<file path="config.mk">
export PLATFORM = sky130hd
export DESIGN_NAME = pwm_gate_interlock
export DESIGN_NICKNAME = d
export VERILOG_FILES = /design/src/rtl/pwm_interlock_pkg.sv /design/src/rtl/interlock_leg.sv /design/src/rtl/pwm_gate_interlock.sv
export SDC_FILE = /design/constraint.sdc
export NUM_CORES = 1
export LEC_CHECK = 0
export CAP_MARGIN = 20
export CORE_MARGIN = 4
export CORE_UTILIZATION = 40
export CTS_CLUSTER_DIAMETER = 80
export DETAILED_ROUTE_END_ITERATION = 12
export GPL_TIMING_DRIVEN = 1
export PLACE_DENSITY_LB_ADDON = 0.2
export SLEW_MARGIN = 20
export SYNTH_ARGS = -nofsm -noshare
export SYNTH_HDL_FRONTEND = slang
export SYNTH_SLANG_ARGS = --single-unit
</file>
<file path="constraint.sdc">
create_clock -name clock -period 6.85 [get_ports clock]
set_clock_uncertainty 0.05 [all_clocks]
set_input_delay 2.055 -clock clock [delete_from_list [all_inputs] [get_ports clock]]
set_output_delay 2.055 -clock clock [all_outputs]
set_load 0.05 [all_outputs]
</file>
<file path="src/rtl/pwm_interlock_pkg.sv">
// Shared definitions for the PWM gate interlock.
//   leg_state_t        per-leg interlock FSM state
//   N_PAIRS_DEFAULT    default number of complementary legs
//   SAFE_STATE_DEFAULT default gate drive for reset / disabled / faulted
//   leg_a_index()      bit position of a leg's A line in the pwm/gate vectors
package pwm_interlock_pkg;

    typedef enum logic [2:0] {
        OFF,
        A_ON,
        B_ON,
        DEAD_A,
        DEAD_B
    } leg_state_t;

    localparam int unsigned N_PAIRS_DEFAULT = 6;

    localparam logic [2*N_PAIRS_DEFAULT-1:0] SAFE_STATE_DEFAULT = '0;

    // Pins are grouped in banks of three legs: A lines first, then the
    // matching B lines three positions higher.
    function automatic int unsigned leg_a_index(input int unsigned leg);
        return (leg / 3) * 6 + (leg % 3);
    endfunction

endpackage

</file>
<file path="src/rtl/interlock_leg.sv">
// One complementary leg: request decode, break-before-make FSM and the
// deadtime counter.
//   clock, reset    system clock, synchronous active-low reset
//   force_off       drive the leg to OFF on the next edge (disable / fault)
//   pwm_a, pwm_b    raw PWM request lines for this leg
//   deadtime        deadtime in cycles, loaded when entering a DEAD state
//   gate_a_next     A gate value for the coming edge (registered by the top)
//   gate_b_next     B gate value for the coming edge (registered by the top)
//   both_req        A and B requested together this cycle
module interlock_leg
    import pwm_interlock_pkg::*;
#(
    parameter int unsigned DT_WIDTH = 8
) (
    input  logic                clock,
    input  logic                reset,
    input  logic                force_off,
    input  logic                pwm_a,
    input  logic                pwm_b,
    input  logic [DT_WIDTH-1:0] deadtime,
    output logic                gate_a_next,
    output logic                gate_b_next,
    output logic                both_req
);

    leg_state_t          state;
    leg_state_t          state_next;
    logic [DT_WIDTH-1:0] cnt;
    logic [DT_WIDTH-1:0] cnt_next;
    logic                req_a;
    logic                req_b;

    // Both lines high is treated as no request at all.
    assign req_a    = pwm_a & ~pwm_b;
    assign req_b    = pwm_b & ~pwm_a;
    assign both_req = pwm_a & pwm_b;

    always_comb begin
        state_next = state;
        cnt_next   = cnt;
        if (force_off) begin
            state_next = OFF;
            cnt_next   = '0;
        end else begin
            unique case (state)
                OFF: begin
                    if (req_a) begin
                        state_next = DEAD_A;
                        cnt_next   = deadtime;
                    end else if (req_b) begin
                        state_next = DEAD_B;
                        cnt_next   = deadtime;
                    end
                end
                A_ON: begin
                    if (!req_a) begin
                        if (req_b) begin
                            state_next = DEAD_B;
                            cnt_next   = deadtime;
                        end else begin
                            state_next = OFF;
                            cnt_next   = '0;
                        end
                    end
                end
                B_ON: begin
                    if (!req_b) begin
                        if (req_a) begin
                            state_next = DEAD_A;
                            cnt_next   = deadtime;
                        end else begin
                            state_next = OFF;
                            cnt_next   = '0;
                        end
                    end
                end
                DEAD_A: begin
                    if (req_b) begin
                        state_next = DEAD_B;
                        cnt_next   = deadtime;
                    end else if (!req_a) begin
                        state_next = OFF;
                        cnt_next   = '0;
                    end else if (cnt == '0) begin
                        state_next = A_ON;
                    end else begin
                        cnt_next = cnt - DT_WIDTH'(1);
                    end
                end
                DEAD_B: begin
                    if (req_a) begin
                        state_next = DEAD_A;
                        cnt_next   = deadtime;
                    end else if (!req_b) begin
                        state_next = OFF;
                        cnt_next   = '0;
                    end else if (cnt == '0) begin
                        state_next = B_ON;
                    end else begin
                        cnt_next = cnt - DT_WIDTH'(1);
                    end
                end
                default: begin
                    state_next = OFF;
                    cnt_next   = '0;
                end
            endcase
        end
    end

    // The count only decrements while non-zero (reaching zero leaves DEAD),
    // so it saturates at 0 and never wraps.
    always_ff @(posedge clock) begin
        if (!reset) begin
            state <= OFF;
            cnt   <= '0;
        end else begin
            state <= state_next;
            cnt   <= cnt_next;
        end
    end

    // Decoded from the next state so the top-level output register lands
    // in the same edge as the state change: a falling request clears the
    // gate one edge after it is sampled.
    assign gate_a_next = (state_next == A_ON);
    assign gate_b_next = (state_next == B_ON);

endmodule

</file>
<file path="src/rtl/pwm_gate_interlock.sv">
// Gate-driver interlock between the PWM generator and the gate pins.
// Enforces break-before-make deadtime on each complementary leg, blocks
// shoot-through requests and latches faults into a safe all-off state.
//   clock          system clock
//   reset          synchronous, active-low
//   pwm_in         raw PWM, leg i: A = bit (i/3)*6+i%3, B = A+3
//   enable         0 forces SAFE_STATE and returns every leg to OFF
//   deadtime       deadtime in cycles, sampled when a leg enters DEAD
//   fault          external fault, asynchronous level
//   fault_clear    single-cycle pulse, clears the latch when fault is low
//   gate_out       registered gate drive, same layout as pwm_in
//   fault_latched  sticky fault status
//   shoot_through  sticky per-leg flag for A and B requested together
// N_PAIRS is expected to be a multiple of 3 to match the bank pin layout.
module pwm_gate_interlock
    import pwm_interlock_pkg::*;
#(
    parameter int unsigned           N_PAIRS    = N_PAIRS_DEFAULT,
    parameter int unsigned           DT_WIDTH   = 8,
    parameter logic [2*N_PAIRS-1:0]  SAFE_STATE = (2*N_PAIRS)'(SAFE_STATE_DEFAULT)
) (
    input  logic                 clock,
    input  logic                 reset,
    input  logic [2*N_PAIRS-1:0] pwm_in,
    input  logic                 enable,
    input  logic [DT_WIDTH-1:0]  deadtime,
    input  logic                 fault,
    input  logic                 fault_clear,
    output logic [2*N_PAIRS-1:0] gate_out,
    output logic                 fault_latched,
    output logic [N_PAIRS-1:0]   shoot_through
);

    logic                 fault_meta;
    logic                 fault_s;
    logic                 clear_ok;
    logic                 fault_next;
    logic                 force_off;
    logic [N_PAIRS-1:0]   both_req;
    logic [N_PAIRS-1:0]   shoot_next;
    logic [2*N_PAIRS-1:0] gate_next;

    // Two-stage synchronizer for the asynchronous fault input.
    always_ff @(posedge clock) begin
        if (!reset) begin
            fault_meta <= 1'b0;
            fault_s    <= 1'b0;
        end else begin
            fault_meta <= fault;
            fault_s    <= fault_meta;
        end
    end

    // The legs are forced off from the next latch value, so gate_out goes
    // safe on the same edge fault_latched rises. A synchronized fault beats
    // a simultaneous clear.
    always_comb begin
        clear_ok   = fault_clear & ~fault_s;
        fault_next = fault_s | (fault_latched & ~clear_ok);
        force_off  = ~enable | fault_next;
        shoot_next = (clear_ok ? '0 : shoot_through) | both_req;
    end

    for (genvar i = 0; i < N_PAIRS; i++) begin : g_leg
        localparam int unsigned IA = leg_a_index(i);
        localparam int unsigned IB = IA + 3;

        interlock_leg #(
            .DT_WIDTH (DT_WIDTH)
        ) u_leg (
            .clock       (clock),
            .reset       (reset),
            .force_off   (force_off),
            .pwm_a       (pwm_in[IA]),
            .pwm_b       (pwm_in[IB]),
            .deadtime    (deadtime),
            .gate_a_next (gate_next[IA]),
            .gate_b_next (gate_next[IB]),
            .both_req    (both_req[i])
        );
    end

    always_ff @(posedge clock) begin
        if (!reset) begin
            gate_out      <= SAFE_STATE;
            fault_latched <= 1'b0;
            shoot_through <= '0;
        end else begin
            gate_out      <= force_off ? SAFE_STATE : gate_next;
            fault_latched <= fault_next;
            shoot_through <= shoot_next;
        end
    end

endmodule
</file>
# Yosys cells after proc, flatten, opt, wreduce, memory -nomap -nowiden
# Cells that the tools add are included.
dict set report classes {
  addsub 6
  eq_ne 54
  n_mux 157
  bitwise 39
  reduce_logical 19
}
# op count
set ops {}
lappend ops {{8-bit two-way mux} 66}
lappend ops {{8-bit one-hot mux with 5 select lines} 6}
lappend ops {{3-bit two-way mux} 72}
lappend ops {{3-bit one-hot mux with 5 select lines} 6}
lappend ops {{3-bit by 2-bit == test with 1-bit output, second input constant} 18}
lappend ops {{8-bit logical NOT} 6}
lappend ops {{8-bit by 1-bit subtractor with 8-bit output, second input constant} 6}
lappend ops {{3-bit by 1-bit == test with 1-bit output, second input constant} 12}
lappend ops {{2-bit inequality test, second input constant} 12}
lappend ops {{1-bit AND} 20}
lappend ops {{3-bit == test, second input constant} 6}
lappend ops {{3-bit logical NOT} 6}
lappend ops {{3-bit by 1-bit inequality test with 1-bit output, second input constant} 6}
lappend ops {{3-bit AND reduction} 6}
lappend ops {{1-bit NOT} 16}
lappend ops {{2-bit two-way mux} 6}
lappend ops {{6-bit two-way mux} 1}
lappend ops {{6-bit bitwise OR} 1}
lappend ops {{1-bit bitwise OR} 2}
lappend ops {{2-bit OR reduction} 1}
dict set report word_totals {
  regBits 87
  out_inout_bits 19
  elab_cells 292
}

# Longest topological paths before layout
dict set report depth {
  word_depth 8
  mapped_depth 8
}

# Hierarchy
# Synthesis repeated with hierarchy kept, for this count alone.
dict set report hier_totals {
  cells_unflattened 763
  area_unflattened_um2 6558.8
}
# module instances cells_per_inst area_each_um2
set by_module_without_submodules {}
lappend by_module_without_submodules {{interlock_leg at g_leg[2].u_leg ...} 4 114 965.9}
lappend by_module_without_submodules {{interlock_leg at g_leg[0].u_leg ...} 2 116 964.7}
lappend by_module_without_submodules {pwm_gate_interlock 1 75 765.7}

# Worst setup path before layout
# Ideal clock, no wire load.
dict set report synth_timing {
  path_kind {input to register}
  startpoint {input port pwm_in[0]}
  endpoint {register g_leg[0].u_leg.cnt[3]}
  setup_ps 56
  arrival_time_ps 3638
  t_required_ps 6744
  path_slack_ps 3105
  cell_stages 6
  n_path_buf 1
  cell_sequence {buf_6 -> or4b_4 -> mux2i_4 -> or4b_1 -> a21oi_1 -> a211o_2}
}
dict set report synth_via {
  elab_chain_len 5
}
# item line_no
set synth_lines {}
lappend synth_lines {{start, declared} pwm_gate_interlock.sv:24} ;# input logic [2*N_PAIRS-1:0] pwm_in,
lappend synth_lines {{1-bit NOT} interlock_leg.sv:35} ;# assign req_b = pwm_b & ~pwm_a;
lappend synth_lines {{1-bit AND} interlock_leg.sv:35}
lappend synth_lines {{8-bit two-way mux, on equally long branches} {interlock_leg.sv:94, interlock_leg.sv:57}}
lappend synth_lines {{8-bit two-way mux, on equally long branches} {interlock_leg.sv:91, interlock_leg.sv:56}}
lappend synth_lines {{8-bit one-hot mux with 5 select lines} interlock_leg.sv:45} ;# unique case (state)
lappend synth_lines {{end signal, assigned} interlock_leg.sv:119} ;# cnt <= cnt_next;
lappend synth_lines {{end, declared} interlock_leg.sv:28} ;# logic [DT_WIDTH-1:0] cnt;
# Parallel ways exist; a longest one is shown, timed or not. The select of a mux whose other input is x is not followed.
# A chain may end at the register's enable or synchronous reset.

# Final worst setup path
dict set report layout_timing {
  startpoint {input port reset}
  endpoint {register g_leg[3].u_leg.cnt[2]}
}
dict set report layout_via {
  elab_chain_len 2
}
# item line_no
set layout_lines {}
lappend layout_lines {{start, declared} pwm_gate_interlock.sv:23} ;# input logic reset,
lappend layout_lines {{1-bit NOT (no source line)} -}
lappend layout_lines {{2-bit OR reduction (no source line)} -}
lappend layout_lines {{end signal, assigned} interlock_leg.sv:119}
lappend layout_lines {{end, declared} interlock_leg.sv:28}
# Every way passes these cells.

==> run summary <==
The filler cell count is 1290. The power density over cell area came out at 216 nW/um2. In the finished design, the share of the clock period the worst path needs comes to 62.4%. The number of synthesis warnings is 0. After synthesis, the netlist uses 73 different library cells.

The CTS buffer count is 9. The width of the chip is 125 um. The biggest fanout along the worst timing path is 16. The post-route cell area came out at 6290 um2. The initial core utilization is 40.9%.

For the pin with the worst max-slew slack, the measured transition is 1.04 ns. The normalized max-slew margin came out at 29.6%. The run finished with clean final reports. The most common library cell in the layout ignoring fill and taps is sky130_fd_sc_hd__dfxtp_1. The weighted congestion at the end of routability-driven global placement is 0.880. The layout overhead on the synthesized area came out at 15.8%. Setup repair after global routing left no endpoint under its margin. The data arrival at the endpoint of the critical path is 4.51 ns.

The setup fix buffers added after clock tree synthesis came out at 0. The multi-input combinational cells in the finished layout cover a total of 3410 um2. TritonCTS built the clock tree. The type of the setup path with the least slack is primary input to flop. The most used flip-flop cell after synthesis is sky130_fd_sc_hd__dfxtp_1. The number of design-rule violations left by the first detailed-router iteration is 464. The synthesized net count came out at 698.

The die covers 15500 um2. The clock latency of the later-clocked register in the worst-skew pair came out at 0.35 ns. The final hold violation count is 0. The global routing usage summed across all routing layers is 18.5%. The area of the mapped netlist is 5430 um2. After detailed routing, the total wire length is 14800 um. The maximum number of pins on one net before global-route repair is 17. The final count of pins violating max slew is 0. The layout net count came out at 725. Across the run, the number of max-cap violations was 0. The wire length per cell is 17.1 um.

The clock sink total came out at 87. The number of global-route vias before repair is 4656. The total placed instance area is 5970 um2. The antenna cell count is 0. After synthesis the netlist holds a flip-flop and latch count of 87. STA classifies the critical path endpoint as a flop. The clock root buffer is sky130_fd_sc_hd__clkbuf_16.

The worst ir drop on vdd is 115 uV. The sequential cell area is 1740 um2. The count of hold buffers inserted by post-cts repair came out at 0. The first-pass GRT wire length came out at 23700 um. Measured along the y axis, the die boundary spans 125 um.

The count of nets left with antenna violations after detail routing came out at 0. The library cells used most frequently in the layout, excluding fill and tap cells, are sky130_fd_sc_hd__dfxtp_1, sky130_fd_sc_hd__nor2_1, sky130_fd_sc_hd__clkdlybuf4s50_1, sky130_fd_sc_hd__inv_1, sky130_fd_sc_hd__nand2_1. The clock transition at the registers of the reported paths is 0.07 ns. The number of buffers inserted by port buffering is 43. The ratio of routed vias to standard cells came out at 6.01. The number of synthesized flops with an enable pin is 0. The floorplan row count came out at 42. Detailed routing inserted a total of 5220 vias. The boundary pin count came out at 44. In the final layout, the share of cells above drive strength 1 is 6.64%.

The clock passes through at most 2 buffers. The number of gates resized after CTS was 0. Data on the critical path is required at its endpoint by 7.09 ns. The area of the core is 13300 um2. The number of antenna violations at the first check in global routing came out at 0. The maximum clock frequency came out at 234 MHz. The final critical delay including setup and external delays came out at 4.27 ns. The post-synthesis sequential area ratio came out at 32.1%. The level count of the clock H-tree is 3. For the final routed database, the setup TNS stands at 0 ns.

The mean instance size in the synthesized netlist is 8.22 um2. The detailed-router iteration count before antenna repair came out at 7. The total overflow left after global routing is 0. In this run the worst hold path is classified as flop to flop.

STA classifies the critical path startpoint as a primary input. The final-report setup violation count is 0. The completed layout was analyzed and its total power is 1.36 mW.

For this design the static power due to leakage is 2.28 nW. The HPWL after detailed placement is 10600 um. On the final layout, the worst hold slack is 0.394 ns. The number of instances in the synthesized netlist came out at 661. For this run, asynchronously set or reset flops after synthesis account for 0%.

The number of DRC violations after detailed routing is 0.
[metrics by stage]
stage / cells / utilization, % / setup WS (ns)
3_5_place_dp: 853 / 44.9 / 2.19
2_1_floorplan: 661 / - / 3.11
6_report: 869 / 47.3 / 2.58
3_3_place_gp: 853 / 44.9 / 2.22
5_1_grt: 869 / 47.3 / 2.35
4_1_cts: 869 / 47.3 / 2.54
[cells in the mapped netlist, types with 5 or more instances]
| cell | count | share of area (%) |
|---|---|---|
| sky130_fd_sc_hd__a211o_1 | 5 | 0.81 |
| sky130_fd_sc_hd__a211oi_1 | 10 | 1.4 |
| sky130_fd_sc_hd__a21oi_1 | 32 | 2.9 |
| sky130_fd_sc_hd__a22o_1 | 15 | 2.4 |
| sky130_fd_sc_hd__a22oi_1 | 24 | 3.3 |
| sky130_fd_sc_hd__a2bb2oi_1 | 14 | 2.3 |
| sky130_fd_sc_hd__a31oi_1 | 10 | 1.2 |
| sky130_fd_sc_hd__a32o_1 | 5 | 0.92 |
| sky130_fd_sc_hd__a32oi_1 | 5 | 0.81 |
| sky130_fd_sc_hd__and2_1 | 15 | 1.7 |
| sky130_fd_sc_hd__and3_1 | 5 | 0.58 |
| sky130_fd_sc_hd__buf_2 | 6 | 0.55 |
| sky130_fd_sc_hd__clkbuf_1 | 19 | 1.3 |
| sky130_fd_sc_hd__dfxtp_1 | 87 | 32 |
| sky130_fd_sc_hd__ha_1 | 12 | 2.8 |
| sky130_fd_sc_hd__inv_1 | 42 | 2.9 |
| sky130_fd_sc_hd__mux2_2 | 10 | 2.1 |
| sky130_fd_sc_hd__mux2i_1 | 5 | 0.92 |
| sky130_fd_sc_hd__nand2_1 | 40 | 2.8 |
| sky130_fd_sc_hd__nand2b_1 | 19 | 2.2 |
| sky130_fd_sc_hd__nand3_1 | 16 | 1.5 |
| sky130_fd_sc_hd__nand3b_1 | 5 | 0.69 |
| sky130_fd_sc_hd__nor2_1 | 43 | 3.0 |
| sky130_fd_sc_hd__nor2b_1 | 26 | 3.0 |
| sky130_fd_sc_hd__nor3_1 | 23 | 2.1 |
| sky130_fd_sc_hd__nor3b_1 | 10 | 1.4 |
| sky130_fd_sc_hd__nor4_1 | 10 | 1.2 |
| sky130_fd_sc_hd__nor4b_1 | 6 | 0.97 |
| sky130_fd_sc_hd__o211ai_1 | 6 | 0.83 |
| sky130_fd_sc_hd__o21ai_0 | 27 | 2.5 |
| sky130_fd_sc_hd__o2bb2ai_1 | 25 | 4.0 |
| sky130_fd_sc_hd__or2_2 | 5 | 0.58 |
| sky130_fd_sc_hd__xor2_1 | 5 | 0.81 |
[final timing paths]
check,startpoint,to,slack (ns),cells past startpoint
hold / removal,fault_meta,fault_s,0.39,1
setup reg to reg,g_leg[4].u_leg.cnt[0],g_leg[4].u_leg.cnt[3],4.32,7
setup / recovery,reset,g_leg[3].u_leg.cnt[2],2.58,5
hold reg to reg,fault_meta,fault_s,0.39,1
[metal layers]
metal  track usage, %  share of wire [%]  vias to the layer above
met5                0                  0                        -
met4             6.32                2.1                        0
met3             3.64                5.9                       29
met2             30.8                 48                      167
met1             23.8                 44                     2494
li1                 -                  -                     2530
[where the power goes]
group	leakage [nW]	total [mW]	switching, mW	internal, mW
clock network	0.152	0.537	0.217	0.320
registers	0.708	0.549	0.0230	0.526
logic	1.42	0.275	0.157	0.118
total	2.28	1.36	0.398	0.964
[registers in the layout, indices dropped and copies added (netlist names)]
| name | cells |
|---|---|
| fault_latched | 1 |
| gate_out | 12 |
| fault_s | 1 |
| shoot_through | 6 |
| g_leg.u_leg.cnt | 48 |
| fault_meta | 1 |
| g_leg.u_leg.state | 18 |
[final cells by class]
cell class	count	share of cell area, %
clock buffers	9	3.58
repair buffers	44	6.96
clock inverters	7	1.55
inverters	42	2.51
flip-flops and latches	87	27.7
multi-input cells	504	54.2
well taps	176	3.50
[kinds of logic after synthesis]
group | share of synthesized area (%)
buf+inv | 5.11
fa+ha+maj | 2.76
flops | 32.1
compound gates | 29.3
xor+xnor | 1.45
mux | 3.41
simple gates | 25.9
[worst max-delay path, stage by stage]
cell and delay [ns]:
sky130_fd_sc_hd__clkdlybuf4s50_1 0.67, sky130_fd_sc_hd__nand3_1 0.61, sky130_fd_sc_hd__a311oi_1 0.89, sky130_fd_sc_hd__a41o_1 0.18, sky130_fd_sc_hd__o2bb2ai_1 0.10
(Power assumes the default switching activity.)
